===== config.mk =====
export PLATFORM = sky130hd
export DESIGN_NAME = current_limit_monitor
export DESIGN_NICKNAME = d
export VERILOG_FILES = /design/src/rtl/current_limit_monitor.sv
export SDC_FILE = /design/constraint.sdc
export NUM_CORES = 1
export LEC_CHECK = 0
export BUFFER_PORTS_ARGS = -buffer_cell sky130_fd_sc_hd__buf_2
export CAP_MARGIN = 20
export CORE_MARGIN = 10
export CORE_UTILIZATION = 32
export CTS_CLUSTER_DIAMETER = 60
export DETAILED_ROUTE_END_ITERATION = 6
export GPL_ROUTABILITY_DRIVEN = 0
export PLACE_DENSITY_LB_ADDON = 0.2
export RECOVER_POWER = 50
export SLEW_MARGIN = 20
export SYNTH_ARGS = -nofsm -noshare
export SYNTH_HDL_FRONTEND = slang
export SYNTH_SLANG_ARGS = --single-unit

===== constraint.sdc =====
create_clock -name clk -period 6.15 [get_ports clk]
set_input_delay 1.23 -clock clk [delete_from_list [all_inputs] [get_ports clk]]
set_output_delay 1.23 -clock clk [all_outputs]
set_load 0.05 [all_outputs]

===== src/rtl/current_limit_monitor.sv =====
// rtl/current_limit_monitor.sv - multi-channel over-current monitor with hysteresis, debounce, sticky trip and peak hold
//
// Ports:
//   clk, rst          : clock, synchronous active-high reset
//   sample_valid      : all channels' samples valid this cycle
//   sample_data       : channel c at [c*DATA_W +: DATA_W]
//   ch_enable         : per-channel monitor enable
//   limit_wr/sel/data : per-channel limit write; limit_sel also selects peak readback
//   status_clear      : per-channel clear of trip, debounce count and peak
//   over_limit        : live over-limit flag (with hysteresis)
//   trip              : sticky trip flags
//   trip_event        : one-cycle pulse when any trip bit rises
//   shutdown_n        : registered, low while any trip is set
//   peak_data         : registered peak of channel limit_sel (0 if out of range)
module current_limit_monitor #(
  parameter int NUM_CH       = 2,
  parameter int DATA_W       = 16,
  parameter int HYST         = 16,
  parameter int DEBOUNCE_CNT = 3
) (
  input  logic                     clk,
  input  logic                     rst,
  input  logic                     sample_valid,
  input  logic [NUM_CH*DATA_W-1:0] sample_data,
  input  logic [NUM_CH-1:0]        ch_enable,
  input  logic                     limit_wr,
  input  logic [2:0]               limit_sel,
  input  logic [DATA_W-1:0]        limit_data,
  input  logic [NUM_CH-1:0]        status_clear,
  output logic [NUM_CH-1:0]        over_limit,
  output logic [NUM_CH-1:0]        trip,
  output logic                     trip_event,
  output logic                     shutdown_n,
  output logic [DATA_W-1:0]        peak_data
);

  localparam logic [DATA_W-1:0] HYST_V = DATA_W'(HYST);
  localparam logic [3:0]        DB     = 4'(DEBOUNCE_CNT);

  logic [DATA_W-1:0] limit   [NUM_CH];
  logic [DATA_W-1:0] peak    [NUM_CH];
  logic [3:0]        cnt     [NUM_CH];

  logic [DATA_W-1:0] smp     [NUM_CH];
  logic [DATA_W-1:0] rel     [NUM_CH];
  logic [DATA_W-1:0] peak_nx [NUM_CH];
  logic [3:0]        cnt_nx  [NUM_CH];
  logic [NUM_CH-1:0] ol_nx;
  logic [NUM_CH-1:0] trip_nx;
  logic [NUM_CH-1:0] trip_set;
  logic [DATA_W-1:0] peak_rd;

  // Release threshold saturates at 0 so a low limit can only be released by a zero sample.
  for (genvar g = 0; g < NUM_CH; g++) begin : g_ch
    assign smp[g] = sample_data[g*DATA_W +: DATA_W];
    assign rel[g] = (limit[g] > HYST_V) ? (limit[g] - HYST_V) : '0;
  end

  always_comb begin
    for (int c = 0; c < NUM_CH; c++) begin
      cnt_nx[c]   = status_clear[c] ? 4'd0 : cnt[c];
      ol_nx[c]    = over_limit[c];
      peak_nx[c]  = status_clear[c] ? '0 : peak[c];
      trip_set[c] = 1'b0;
      if (!ch_enable[c]) begin
        cnt_nx[c] = 4'd0;
        ol_nx[c]  = 1'b0;
      end else if (sample_valid) begin
        // A valid sample overrides a same-cycle clear: the counter follows the
        // sample from its current value, so a saturated counter re-trips.
        if (smp[c] > limit[c]) begin
          ol_nx[c]    = 1'b1;
          cnt_nx[c]   = (cnt[c] >= DB) ? DB : cnt[c] + 4'd1;
          trip_set[c] = (cnt_nx[c] == DB);
        end else if (smp[c] <= rel[c]) begin
          ol_nx[c]  = 1'b0;
          cnt_nx[c] = 4'd0;
        end else begin
          cnt_nx[c] = cnt[c];
        end
        if (smp[c] > peak_nx[c]) peak_nx[c] = smp[c];
      end
      trip_nx[c] = (trip[c] & ~status_clear[c]) | trip_set[c];
    end
  end

  always_comb begin
    peak_rd = '0;
    for (int c = 0; c < NUM_CH; c++) begin
      if (limit_sel == 3'(c)) peak_rd = peak[c];
    end
  end

  always_ff @(posedge clk) begin
    if (rst) begin
      for (int c = 0; c < NUM_CH; c++) begin
        limit[c] <= '1;
        peak[c]  <= '0;
        cnt[c]   <= 4'd0;
      end
      over_limit <= '0;
      trip       <= '0;
      trip_event <= 1'b0;
      shutdown_n <= 1'b1;
      peak_data  <= '0;
    end else begin
      for (int c = 0; c < NUM_CH; c++) begin
        if (limit_wr && limit_sel == 3'(c)) limit[c] <= limit_data;
        peak[c] <= peak_nx[c];
        cnt[c]  <= cnt_nx[c];
      end
      over_limit <= ol_nx;
      trip       <= trip_nx;
      trip_event <= |(trip_nx & ~trip);
      shutdown_n <= ~|trip;
      peak_data  <= peak_rd;
    end
  end

endmodule


Word-level counts from Yosys, hierarchy flattened
Memories as Yosys holds them, arrays and structs flattened.
Cells that the tools add are included.
Cells by class
  add/subtract/negate cells: 4
  magnitude comparators: 10
  eq/ne operators: 3
  multiplexer cells: 49
  bitwise logic cells: 16
  reductions and logical operators: 12
Operator list (number)
  2-to-1 mux 16 bit: 16
  greater-than comparator 16 bit: 4
  2-to-1 mux 4 bit: 14
  greater-than comparator 16 x 5 -> 1 bit (second input constant): 2
  <= comparator 16 bit: 2
  subtractor 16 x 5 -> 16 bit (second input constant): 2
  2-to-1 mux 1 bit: 19
  adder 4 x 1 -> 4 bit (second input constant): 2
  == test 4 x 2 -> 1 bit (second input constant): 2
  >= comparator 4 x 2 -> 1 bit (second input constant): 2
  OR 1 bit: 8
  OR reduction 2 bit: 4
  inverter 1 bit: 4
  AND reduction 2 bit: 2
  nonzero test 2 bit: 2
  == test 3 x 1 -> 1 bit (second input constant): 1
  zero test 3 bit: 1
  bitwise AND 1 bit: 2
  bitwise AND 2 bit: 1
  logical AND 1 bit: 2
  inverter 2 bit: 1
  zero test 1 bit: 1
Storage, ports and cells
  register bits: 22
  memory bits (writable): 72
  input bits: 59
  output and inout port bits: 22
  memories kept: 3
Memory list
  limit: words 2, bits a word 16, read ports 2, clocked after memory_dff 0, write ports 2, RTL line 40  | logic [DATA_W-1:0] limit [NUM_CH];
  peak: words 2, bits a word 16, read ports 2, clocked after memory_dff 0, write ports 2, RTL line 41  | logic [DATA_W-1:0] peak [NUM_CH];
  cnt: words 2, bits a word 4, read ports 2, clocked after memory_dff 0, write ports 2, RTL line 42  | logic [3:0] cnt [NUM_CH];

Logic depth before layout (Yosys ltp)
  depth after elaboration: 9
  depth in mapped cells: 14

Worst setup path after synthesis
OpenSTA, ideal clock, no wires.
  path kind: input-to-reg
  from: input port status_clear[1]
  to: memory peak[1][0], in the netlist peak[0][16]
  library setup time: 0.131 ns
  arrival: 2.975 ns
  data required time: 6.019 ns
  setup slack: 3.044 ns
  stages on the path: 10
  path buffers: 2
  cell sequence: clkbuf_1 nand2b_1 ha_1 nand4_1 o41ai_1 nor3_1 o31a_1 clkbuf_1 o21ai_0 o41ai_1
RTL lines
  start, declared: RTL line 29  | input logic [NUM_CH-1:0] status_clear,
  end, declared: RTL line 41

==> run_results.csv <==
group,metric,value,unit
status,status,"finished, violations left",
status,violations,"max-capacitance violations, max-slew violations",
critical_path,path_cells,"clkbuf_1 -> clkbuf_1 -> a21o_1",
synth,syn_nets,882,
critical_path,r2r_end,"cnt[0][4]",
clocking,hold_buffers,0,
power,p_total,1.51,mW
critical_path,cp_num_buf_inv,2,
grt,grt_usage,13.9,%
route,vias,5412,
clocking,cts_buffer_depth,2,
grt,grt_max_degree,51,
floorplanning,die_area,26800,sq um
grt,globalRouteOverflowTotal,0,
route,dr.pass1.iters,4,
grt,first_global_vias,5430,
clocking,cts_tree,"built",
route,drcViolationCount,0,
timing,rsz0062_at_grt,"false",
layout,final_net_count,948,
critical_path,critical_path.max_fanout,50,
critical_path,endpoint_kind,"register",
clocking,cts_sinks,94,
synth,ys_types,57,
critical_path,critical_path.most_common_cell,"clkbuf_1",
clocking,postCtsSetupRepairBufs,0,
critical_path,cp-endpoint,"limit[0][13]",
critical_path,path_class,"in -> reg",
floorplanning,fp.dieH,164,um
critical_path,critPathArrivalTime,4.70,ns
critical_path,worst_r2r_startpoint,"limit[0][24]",
place,dp_hpwl,15000,um
timing,finalHoldViolCount,0,
route,ant_nets,0,
timing,worst_pin_slew,2.12,ns
clocking,cts_resized,0,
timing,final.setup.tns,0,ns
layout,layout-drive-gt1-share,11.4,%
floorplanning,coreArea,20300,sq um
synth,synth_edf_count,32,
route,routed_wl,19000,um
route,drtIter0Drc,291,
floorplanning,die_w,164,um
clocking,path_clk_slew,0.07,ns
synth,yosys_most_used_dff,"dfxtp_1",
critical_path,r2r_setup_slack,2.34,ns
timing,setup_viol,0,
layout,synthToLayoutAreaGrowth,13.5,%
timing,fin_crit_sh,76.8,%
synth,ys_warn_count,0,
critical_path,slowest_delay,1.60,ns
floorplanning,row_count,52,
grt,grt_pass1_wl,29300,um
power,leakagePower,3.06,nW
timing,fmax,212,MHz
critical_path,reg2regPathDepth,12,
route,wl_per_cell,17.9,um
layout,layout_common_cells,"ha_1, dfxtp_1, buf_2",
clocking,htree_levels,3,
synth,avgSynthCellArea,9.18,sq um
synth,postSynthCellCount,721,
job,drv_cap,3,
clocking,cts_root_buffer,"clkbuf_16",
critical_path,crit_cells,3,
critical_path,start_kind,"primary input",
synth,syn_area,6620,sq um
synth,synth_seq_cells,94,
timing,skew,0.0120,ns
power,vdd_drop_max,0.132,mV
place,place.port_buffers,80,
floorplanning,start_util,32.6,%
layout,final_common_cell,"ha_1",
critical_path,crit_start,"rst",
power,power.density,201,nW/um^2
clocking,insertion_delay,0.35,ns
clocking,cts_buffers,9,
hold_path,hp-class,"reg -> reg",
route,via_per_inst,5.10,
critical_path,critical_path_required,6.13,ns
layout,antenna-diode-count,0,
floorplanning,pin_count,81,
timing,fin_crit,4.72,ns
critical_path,cpLargestDelayFamily,"buffers and inverters",
critical_path,cpMaxStageDelayCell,"clkbuf_1",
timing,slew_violations,98,
synth,async_flop_share,0,%
synth,ys_seq_area_share,33.3,%
grt,antenna_found_initial,0,
timing,timing.slew.headroom,-41.5,%
==> sequential cells by signal (all words and copies together) (netlist names) <==
register and count:
trip_event 1, limit 32, peak 32, over_limit 2, trip 2, shutdown_n 1
cnt 8, peak_data 16
==> metrics by stage <==
step	utilization (%)	cell area, sq um	instances	setup WS (ns)	hold WS, ns
floorplan	-	6620	721	3.04	0.414
global placement	35.9	7290	1046	2.43	0.425
detailed placement	36.0	7300	1046	2.30	0.429
CTS	37.3	7560	1061	2.38	0.439
global route	37.0	7510	1061	1.06	0.448
finish	37.0	7510	1061	1.43	0.437
==> cell families after synthesis <==
family          Yosys count  synth area share, %
simple gates            256                 21.6
xor+xnor                 14                 1.85
flops                    94                 33.3
mux                       1                0.151
fa+ha+maj               102                 19.3
compound gates          182                 19.5
buf+inv                  72                 4.29
==> report_power, final <==
part / internal [mW] / switching (mW) / leakage (nW)
clock: 0.275 / 0.255 / 0.134
sequential: 0.667 / 0.0193 / 0.821
combinational: 0.117 / 0.176 / 2.11
==> worst reg2reg max path: stages (launching register included) <==
cell	delay, ns
edfxtp_1	0.45
inv_1	0.13
nand4_1	0.18
nor4_1	0.39
nand3_1	0.46
o21ai_0	0.21
ha_1	0.26
and3_1	0.18
a221oi_1	0.32
o221ai_1	0.18
o31ai_1	0.50
nor3_1	0.17
a32o_1	0.29
==> cells in the mapped netlist (3+ instances only) <==
master / count / area, sq um
dfxtp_1: 62 / 1240
nor2_1: 24 / 90.1
o21ai_0: 42 / 210
and3_1: 7 / 43.8
nand3_1: 11 / 55.1
xnor2_1: 12 / 105
nand2_1: 46 / 173
inv_1: 42 / 158
o41ai_1: 34 / 298
nor2b_1: 45 / 282
a21oi_1: 42 / 210
nor3_1: 18 / 90.1
or2b_1: 3 / 22.5
ha_1: 102 / 1280
edfxtp_1: 32 / 961
nor4_1: 10 / 62.6
o211ai_1: 7 / 52.6
clkbuf_1: 24 / 90.1
buf_2: 5 / 25.0
a2111oi_4: 3 / 82.6
a21o_1: 11 / 82.6
nand4_1: 24 / 150
and2_1: 4 / 25.0
a22oi_1: 16 / 120
nand2b_1: 54 / 338
==> final cells by class <==
class | count | area [sq um]
well taps | 270 | 338
inverters | 42 | 158
flip-flops and latches | 94 | 2200
clock inverters | 5 | 35.0
fillers | 2161 | 12800
clock buffers | 10 | 229
multi-input cells | 555 | 4150
repair buffers | 85 | 402
==> worst min path at each step <==
stage               slack, ns  startpoint  depth (start not counted)         end
floorplan                0.41   cnt[0][2]                          2   cnt[0][2]
global placement         0.43   cnt[0][2]                          2   cnt[0][2]
detailed placement       0.43   cnt[0][2]                          2   cnt[0][2]
CTS                      0.44     trip[1]                          1  shutdown_n
global route             0.45   cnt[0][3]                          2   cnt[0][3]
finish                   0.44     trip[1]                          1  shutdown_n
==> routing by layer <==
layer	track usage, %	up-vias	routed length [um]
met3	2.33	16	889
met2	22.9	83	8810
met4	3.49	0	233
li1	-	2796	-
met1	18.5	2517	9070
met5	0	-	0
Power figures use the tool's default switching activity.
